**config.mk**
```make
export PLATFORM = sky130hd
export DESIGN_NAME = adau_config_seq
export DESIGN_NICKNAME = d
export VERILOG_FILES = /design/src/rtl/adau_config_seq.sv
export SDC_FILE = /design/constraint.sdc
export NUM_CORES = 1
export LEC_CHECK = 0
export BUFFER_PORTS_ARGS = -buffer_cell sky130_fd_sc_hd__buf_2
export CAP_MARGIN = 20
export CORE_MARGIN = 8
export CORE_UTILIZATION = 40
export DETAILED_ROUTE_END_ITERATION = 16
export PLACE_DENSITY = 0.73
export SYNTH_ARGS = -nofsm -noshare
export SYNTH_HDL_FRONTEND = slang
export SYNTH_SLANG_ARGS = --single-unit
```
**constraint.sdc**
```tcl
create_clock -name clk -period 3.2 [get_ports clk]
set_input_delay 0.48 -clock clk [delete_from_list [all_inputs] [get_ports clk]]
set_output_delay 0.48 -clock clk [all_outputs]
set_load 0.03 [all_outputs]
```
**src/rtl/adau_config_seq.sv**
```systemverilog
// ADAU codec configuration sequencer: walks a register table over an I2C
// command channel, polls PLL lock partway through, then ungates the serdes.
module adau_config_seq #(
  parameter int          NUM_WRITES     = 16,
  parameter int          PLL_WRITES     = 2,
  parameter logic [6:0]  DEV_ADDR       = 7'h3B,
  parameter logic [15:0] POLL_REG       = 16'h4007,
  parameter int          LOCK_BIT       = 1,
  parameter int          POLL_LIMIT     = 1024,
  parameter int          RETRY_LIMIT    = 3,
  parameter int          STARTUP_CYCLES = 4096,
  localparam int AW = (NUM_WRITES > 1) ? $clog2(NUM_WRITES) : 1
) (
  input  logic          clk,
  input  logic          reset_n,
  input  logic          start,
  output logic [AW-1:0] rom_addr,
  input  logic [23:0]   rom_data,
  output logic          cmd_valid,
  input  logic          cmd_ready,
  output logic          cmd_rw,
  output logic [6:0]    cmd_dev,
  output logic [15:0]   cmd_reg,
  output logic [7:0]    cmd_wdata,
  input  logic          rsp_valid,
  input  logic          rsp_nack,
  input  logic [7:0]    rsp_rdata,
  output logic          busy,
  output logic          done,
  output logic          error,
  output logic          serdes_enable
);

  localparam int DW = $clog2(STARTUP_CYCLES + 1);
  localparam int RW = $clog2(RETRY_LIMIT + 1);
  localparam int PW = $clog2(POLL_LIMIT + 1);

  localparam logic [AW-1:0] LAST  = AW'(NUM_WRITES - 1);
  localparam logic [AW-1:0] PLLI  = AW'(PLL_WRITES);
  localparam logic [DW-1:0] DLAST = DW'(STARTUP_CYCLES - 1);
  localparam logic [RW-1:0] RMAX  = RW'(RETRY_LIMIT);
  localparam logic [PW-1:0] PMAX  = PW'(POLL_LIMIT);

  typedef enum logic [3:0] {
    IDLE,
    DELAY,
    FETCH,
    ISSUE,
    WAIT_RSP,
    POLL_ISSUE,
    POLL_WAIT,
    DONE,
    ERROR
  } state_t;

  state_t          r_state;
  logic [AW-1:0]   r_idx;
  logic [AW-1:0]   r_rom_addr;
  logic [DW-1:0]   r_dly;
  logic [RW-1:0]   r_retry;
  logic [PW-1:0]   r_poll;
  logic            r_cmd_valid;
  logic            r_cmd_rw;
  logic [15:0]     r_cmd_reg;
  logic [7:0]      r_cmd_wdata;
  logic            r_busy;
  logic            r_done;
  logic            r_error;
  logic            r_serdes;
  logic            w_unused;

  assign rom_addr      = r_rom_addr;
  assign cmd_valid     = r_cmd_valid;
  assign cmd_rw        = r_cmd_rw;
  assign cmd_dev       = DEV_ADDR;
  assign cmd_reg       = r_cmd_reg;
  assign cmd_wdata     = r_cmd_wdata;
  assign busy          = r_busy;
  assign done          = r_done;
  assign error         = r_error;
  assign serdes_enable = r_serdes;
  assign w_unused      = ^rsp_rdata;

  // State change plus the status flags that belong to the state being entered
  task automatic go(input state_t s);
    r_state     <= s;
    r_busy      <= !(s == IDLE || s == DONE || s == ERROR);
    r_done      <= (s == DONE);
    r_serdes    <= (s == DONE);
    r_error     <= (s == ERROR);
    r_cmd_valid <= (s == ISSUE) || (s == POLL_ISSUE);
    r_cmd_rw    <= (s == POLL_ISSUE);
  endtask

  // Sequencer FSM; rom_addr runs one entry ahead once a write is accepted
  // so a registered table has settled by the time FETCH samples it
  always_ff @(posedge clk or negedge reset_n) begin
    if (!reset_n) begin
      r_state     <= IDLE;
      r_idx       <= '0;
      r_rom_addr  <= '0;
      r_dly       <= '0;
      r_retry     <= '0;
      r_poll      <= '0;
      r_cmd_valid <= 1'b0;
      r_cmd_rw    <= 1'b0;
      r_cmd_reg   <= '0;
      r_cmd_wdata <= '0;
      r_busy      <= 1'b0;
      r_done      <= 1'b0;
      r_error     <= 1'b0;
      r_serdes    <= 1'b0;
    end else begin
      unique case (r_state)
        IDLE, DONE, ERROR: begin
          if (start) begin
            r_idx      <= '0;
            r_rom_addr <= '0;
            r_dly      <= '0;
            r_retry    <= '0;
            r_poll     <= '0;
            go(DELAY);
          end
        end
        DELAY: begin
          if (r_dly == DLAST) begin
            go(FETCH);
          end else begin
            r_dly <= r_dly + DW'(1);
          end
        end
        FETCH: begin
          r_cmd_reg   <= rom_data[23:8];
          r_cmd_wdata <= rom_data[7:0];
          go(ISSUE);
        end
        ISSUE: begin
          if (cmd_ready) begin
            if (r_idx != LAST) begin
              r_rom_addr <= r_idx + AW'(1);
            end
            go(WAIT_RSP);
          end
        end
        WAIT_RSP: begin
          if (rsp_valid) begin
            if (rsp_nack) begin
              if (r_retry < RMAX) begin
                r_retry <= r_retry + RW'(1);
                go(ISSUE);
              end else begin
                go(ERROR);
              end
            end else begin
              r_retry <= '0;
              if (r_idx == LAST) begin
                go(DONE);
              end else begin
                r_idx <= r_idx + AW'(1);
                if (r_idx + AW'(1) == PLLI) begin
                  r_cmd_reg   <= POLL_REG;
                  r_cmd_wdata <= '0;
                  go(POLL_ISSUE);
                end else begin
                  go(FETCH);
                end
              end
            end
          end
        end
        POLL_ISSUE: begin
          if (cmd_ready) begin
            go(POLL_WAIT);
          end
        end
        POLL_WAIT: begin
          if (rsp_valid) begin
            if (rsp_nack) begin
              if (r_retry < RMAX) begin
                r_retry <= r_retry + RW'(1);
                go(POLL_ISSUE);
              end else begin
                go(ERROR);
              end
            end else begin
              r_retry <= '0;
              if (rsp_rdata[LOCK_BIT]) begin
                go(FETCH);
              end else if (r_poll == PMAX - PW'(1)) begin
                r_poll <= PMAX;
                go(ERROR);
              end else begin
                r_poll <= r_poll + PW'(1);
                go(POLL_ISSUE);
              end
            end
          end
        end
        default: go(IDLE);
      endcase
    end
  end

endmodule

```
==> impl_table.tex <==
\begin{tabular}{lr}
\hline
Metric & Value \\
\hline
\multicolumn{2}{l}{\textbf{Synthesis}} \\
Yosys warnings & 0 \\
Count of distinct cell types in the synthesized netlist & 64 \\
Share of the synthesized area in the top cell type & 0.471 \\
Seq/Total Area, Yosys & 0.471 \\
EDFF count, synth & 0 \\
Synth Area in Simple Gates & 0.206 \\
Synthesized-area fraction occupied by ao, oa, aoi and oai cells & 0.186 \\
Post-synthesis instance area & 3560 um\^{}2 \\
Commonest cells in the synthesized netlist & 67 x sky130\_fd\_sc\_hd\_\_dfrtp\_1, 38 x sky130\_fd\_sc\_hd\_\_nor2\_1, 31 x sky130\_fd\_sc\_hd\_\_o21ai\_0, 24 x sky130\_fd\_sc\_hd\_\_nand2\_1, 20 x sky130\_fd\_sc\_hd\_\_a22o\_1 \\
Instance count of the mapped netlist & 365 \\
Post-synthesis share of cell area spent on full adders, half adders and majority gates & 0.0176 \\
Synthesized flop and latch total & 67 \\
Xor-xnor portion of the synthesized cell area & 0.0221 \\
Share of flip-flops with an asynchronous set or reset & 1.00 \\
Top FF cell, synth & sky130\_fd\_sc\_hd\_\_dfrtp\_1 \\
Top post-synthesis cells by area & sky130\_fd\_sc\_hd\_\_dfrtp\_1 47\%, sky130\_fd\_sc\_hd\_\_a22o\_1 4.9\%, sky130\_fd\_sc\_hd\_\_o21ai\_0 4.4\% \\
Multiplexer share of the synthesized area & 0.0376 \\
Average instance area after synthesis & around 10 um\^{}2 \\
Library cell with the highest instance count after synthesis & sky130\_fd\_sc\_hd\_\_dfrtp\_1 \\
Main combinational cell family by area after synthesis & simple AND/OR/NAND/NOR gates \\
Library cell with the largest summed area after synthesis & sky130\_fd\_sc\_hd\_\_dfrtp\_1 \\
\multicolumn{2}{l}{\textbf{CTS}} \\
Clock-pin slew reported for the worst setup and hold paths after clock tree synthesis & 0.08 ns \\
H-tree depth & 3 \\
Post-CTS resize count & 0 \\
CTS tree & yes \\
Count of buffers added by post-CTS timing repair for setup & 0 \\
Inserted Clock Buffers & 9 \\
Later-pin clock latency in the skew report & 0.36 ns \\
Root Buffer Master & sky130\_fd\_sc\_hd\_\_clkbuf\_8 \\
Total of hold buffers inserted after clock tree synthesis & 0 \\
Max Root-Sink Buffers & 2 \\
Clock tree sinks & 67 \\
\multicolumn{2}{l}{\textbf{Route}} \\
Pre-antenna DRT Iters & 4 \\
Detail-routed via count per cell & 5.60 \\
Count of routing violations after the opening detailed-route iteration & 292 \\
DRC violations left & 0 \\
Count of vias placed by the detailed router & $\sim$3000 \\
Number of nets with antenna violations after detailed routing & 0 \\
Routed wirelength normalized by instance count & 16.3 um \\
Final routed wirelength across all metal layers & approximately 8800 um \\
\multicolumn{2}{l}{\textbf{Timing}} \\
Highest achievable clock rate & 393 MHz \\
Fin crit share & 0.795 \\
Setup violators final & 0 \\
Slew headroom & 0.276 \\
Unrepaired setup endpoints after global routing & no \\
Total negative setup slack & 0 ns \\
Clk\_skew & 0.0155 ns \\
Final-layout worst hold slack & 0.0181 ns \\
Tightest Pin Transition & between 1 and 1.5 ns \\
Count of endpoints failing hold in the final timing report & 0 \\
Final Max Slew Viols & 0 \\
Min Clock Period, post-route & roughly 2.5 ns \\
\multicolumn{2}{l}{\textbf{Placement}} \\
Total placed cells including tap cells & 522 \\
\# port buffers & 64 \\
Detailed-placement wirelength estimate & 6270 um \\
Post-detailed-placement cell area & 3920 um\^{}2 \\
Routability congestion estimate & $\sim$0.87 \\
\multicolumn{2}{l}{\textbf{Final layout}} \\
Non-filler instance count after layout & 538 \\
Multi-input gate area & 1700 um\^{}2 \\
Final net count & around 470 \\
Max reg flops & 16 \\
Register area & 1680 um\^{}2 \\
Area growth from synthesis to layout & 16.4\% \\
Fraction of layout cells with a size suffix above 1 & 0.247 \\
Final cell area excluding filler cells & 4150 um\^{}2 \\
Antenna cell count & 0 \\
Number of inserted filler cells in the final layout & between 800 and 900 \\
\multicolumn{2}{l}{\textbf{Pwr}} \\
PnR Total Power & between 3 and 4 mW \\
Maximum vdd drop & 0.000402 V \\
Ratio of total power to cell area & 868 nW/um\^{}2 \\
Leakage power & 1.92 nW \\
\multicolumn{2}{l}{\textbf{Die}} \\
Die outline height & between 100 and 150 um \\
Die extent in x & 110 um \\
Number of top-level design ports & 79 \\
Number of core rows & 34 \\
Die area & 12200 um\^{}2 \\
Core box area & 8680 um\^{}2 \\
Effective utilization at floorplan & 0.410 \\
\multicolumn{2}{l}{\textbf{GRT}} \\
Aggregate global routing overflow & 0 \\
Global routing usage summed across all routing layers & 0.149 \\
Via count of the first global-routing pass & 2909 \\
Number of antenna violations at the first check in global routing & 0 \\
Largest net degree at the start of global routing & 30 \\
Global-route wire length before repair & roughly 14000 um \\
\multicolumn{2}{l}{\textbf{Critical path}} \\
Crit path max fanout & 11 \\
Endpoint class of the critical path & register \\
Critical path type & register to register \\
Data arrival time at the worst-slack endpoint & around 2.8 ns \\
Type of element launching the critical path & register \\
Number of cells on the worst reg-to-reg path & 6 \\
Worst EP required & around 3.4 ns \\
\multicolumn{2}{l}{\textbf{Worst hold path}} \\
Class of the most critical hold timing path & input port to async pin \\
\multicolumn{2}{l}{\textbf{Status}} \\
Status & finished, final reports clean \\
\multicolumn{2}{l}{\textbf{Run}} \\
Max Cap Violations & 0 \\
\hline
\end{tabular}
[layout by cell type, fill, tap and decap left out, drive strengths merged, types with 9 or more instances in the layout]
cell type  Yosys  routed
nand3         14      14
nand2         24      24
nor2          38      38
dfrtp         67      67
nor3          10      10
mux2          11      11
o21ai         33      33
clkbuf         5       9
a22o          20      20
buf           20      69
a21oi         16      16
inv           14      16
[critical path: stages, from the launching register on]
cell,delay (ns)
sky130_fd_sc_hd__dfrtp_1,0.40
sky130_fd_sc_hd__ha_1,0.24
sky130_fd_sc_hd__nand4b_1,0.14
sky130_fd_sc_hd__o31ai_1,0.88
sky130_fd_sc_hd__nor2b_1,0.23
sky130_fd_sc_hd__buf_4,0.19
sky130_fd_sc_hd__mux2_2,0.35
[path summary, 6_finish.rpt]
path	from	to	slack [ns]
max	r_dly[0]	r_state[0]	0.66
max in group asynchronous	reset_n	cmd_reg[6]	2.49
min in group clk	rom_data[23]	cmd_reg[15]	0.34
min reg2reg	cmd_reg[3]	cmd_reg[3]	0.50
min	reset_n	r_idx[2]	0.02
max reg2reg	r_dly[0]	r_state[0]	0.66
[power breakdown]
part	switching [mW]	total [mW]	internal, mW	leakage [nW]
Clock	0.361	0.805	0.444	0.110
Sequential	0.229	1.30	1.07	0.877
Combinational	0.936	1.49	0.558	0.930
[cell type report]
cell class | instances | area share
flip-flops and latches | 67 | 0.404
clock buffers | 9 | 0.0299
inverters | 14 | 0.0127
well taps | 108 | 0.0326
repair buffers | 69 | 0.0863
multi-input cells | 264 | 0.410
clock inverters | 7 | 0.0238
[cells by family (layout without fill, tap and decap cells)]
group           Yosys count  after routing
compound gates           97             97
xor+xnor                  9              9
fa+ha+maj                 5              5
buf+inv                  39             99
flops                    67             67
mux                      12             12
other cells               2              7
simple gates            134            134
[through the flow]
step | util | setup slack (ns)
finish | 0.478 | 0.656
global placement | 0.452 | 0.738
detailed placement | 0.452 | 0.676
CTS | 0.478 | 0.662
floorplan | - | 1.26
global route | 0.478 | 0.451
[routing by layer]
layer	track usage	up-vias	wire length [um]
met5	0	-	0
met4	0.0618	0	198
met3	0.0320	16	400
met2	0.232	78	4300
met1	0.197	1488	3870
li1	-	1431	-
(Power assumes the default switching activity.)
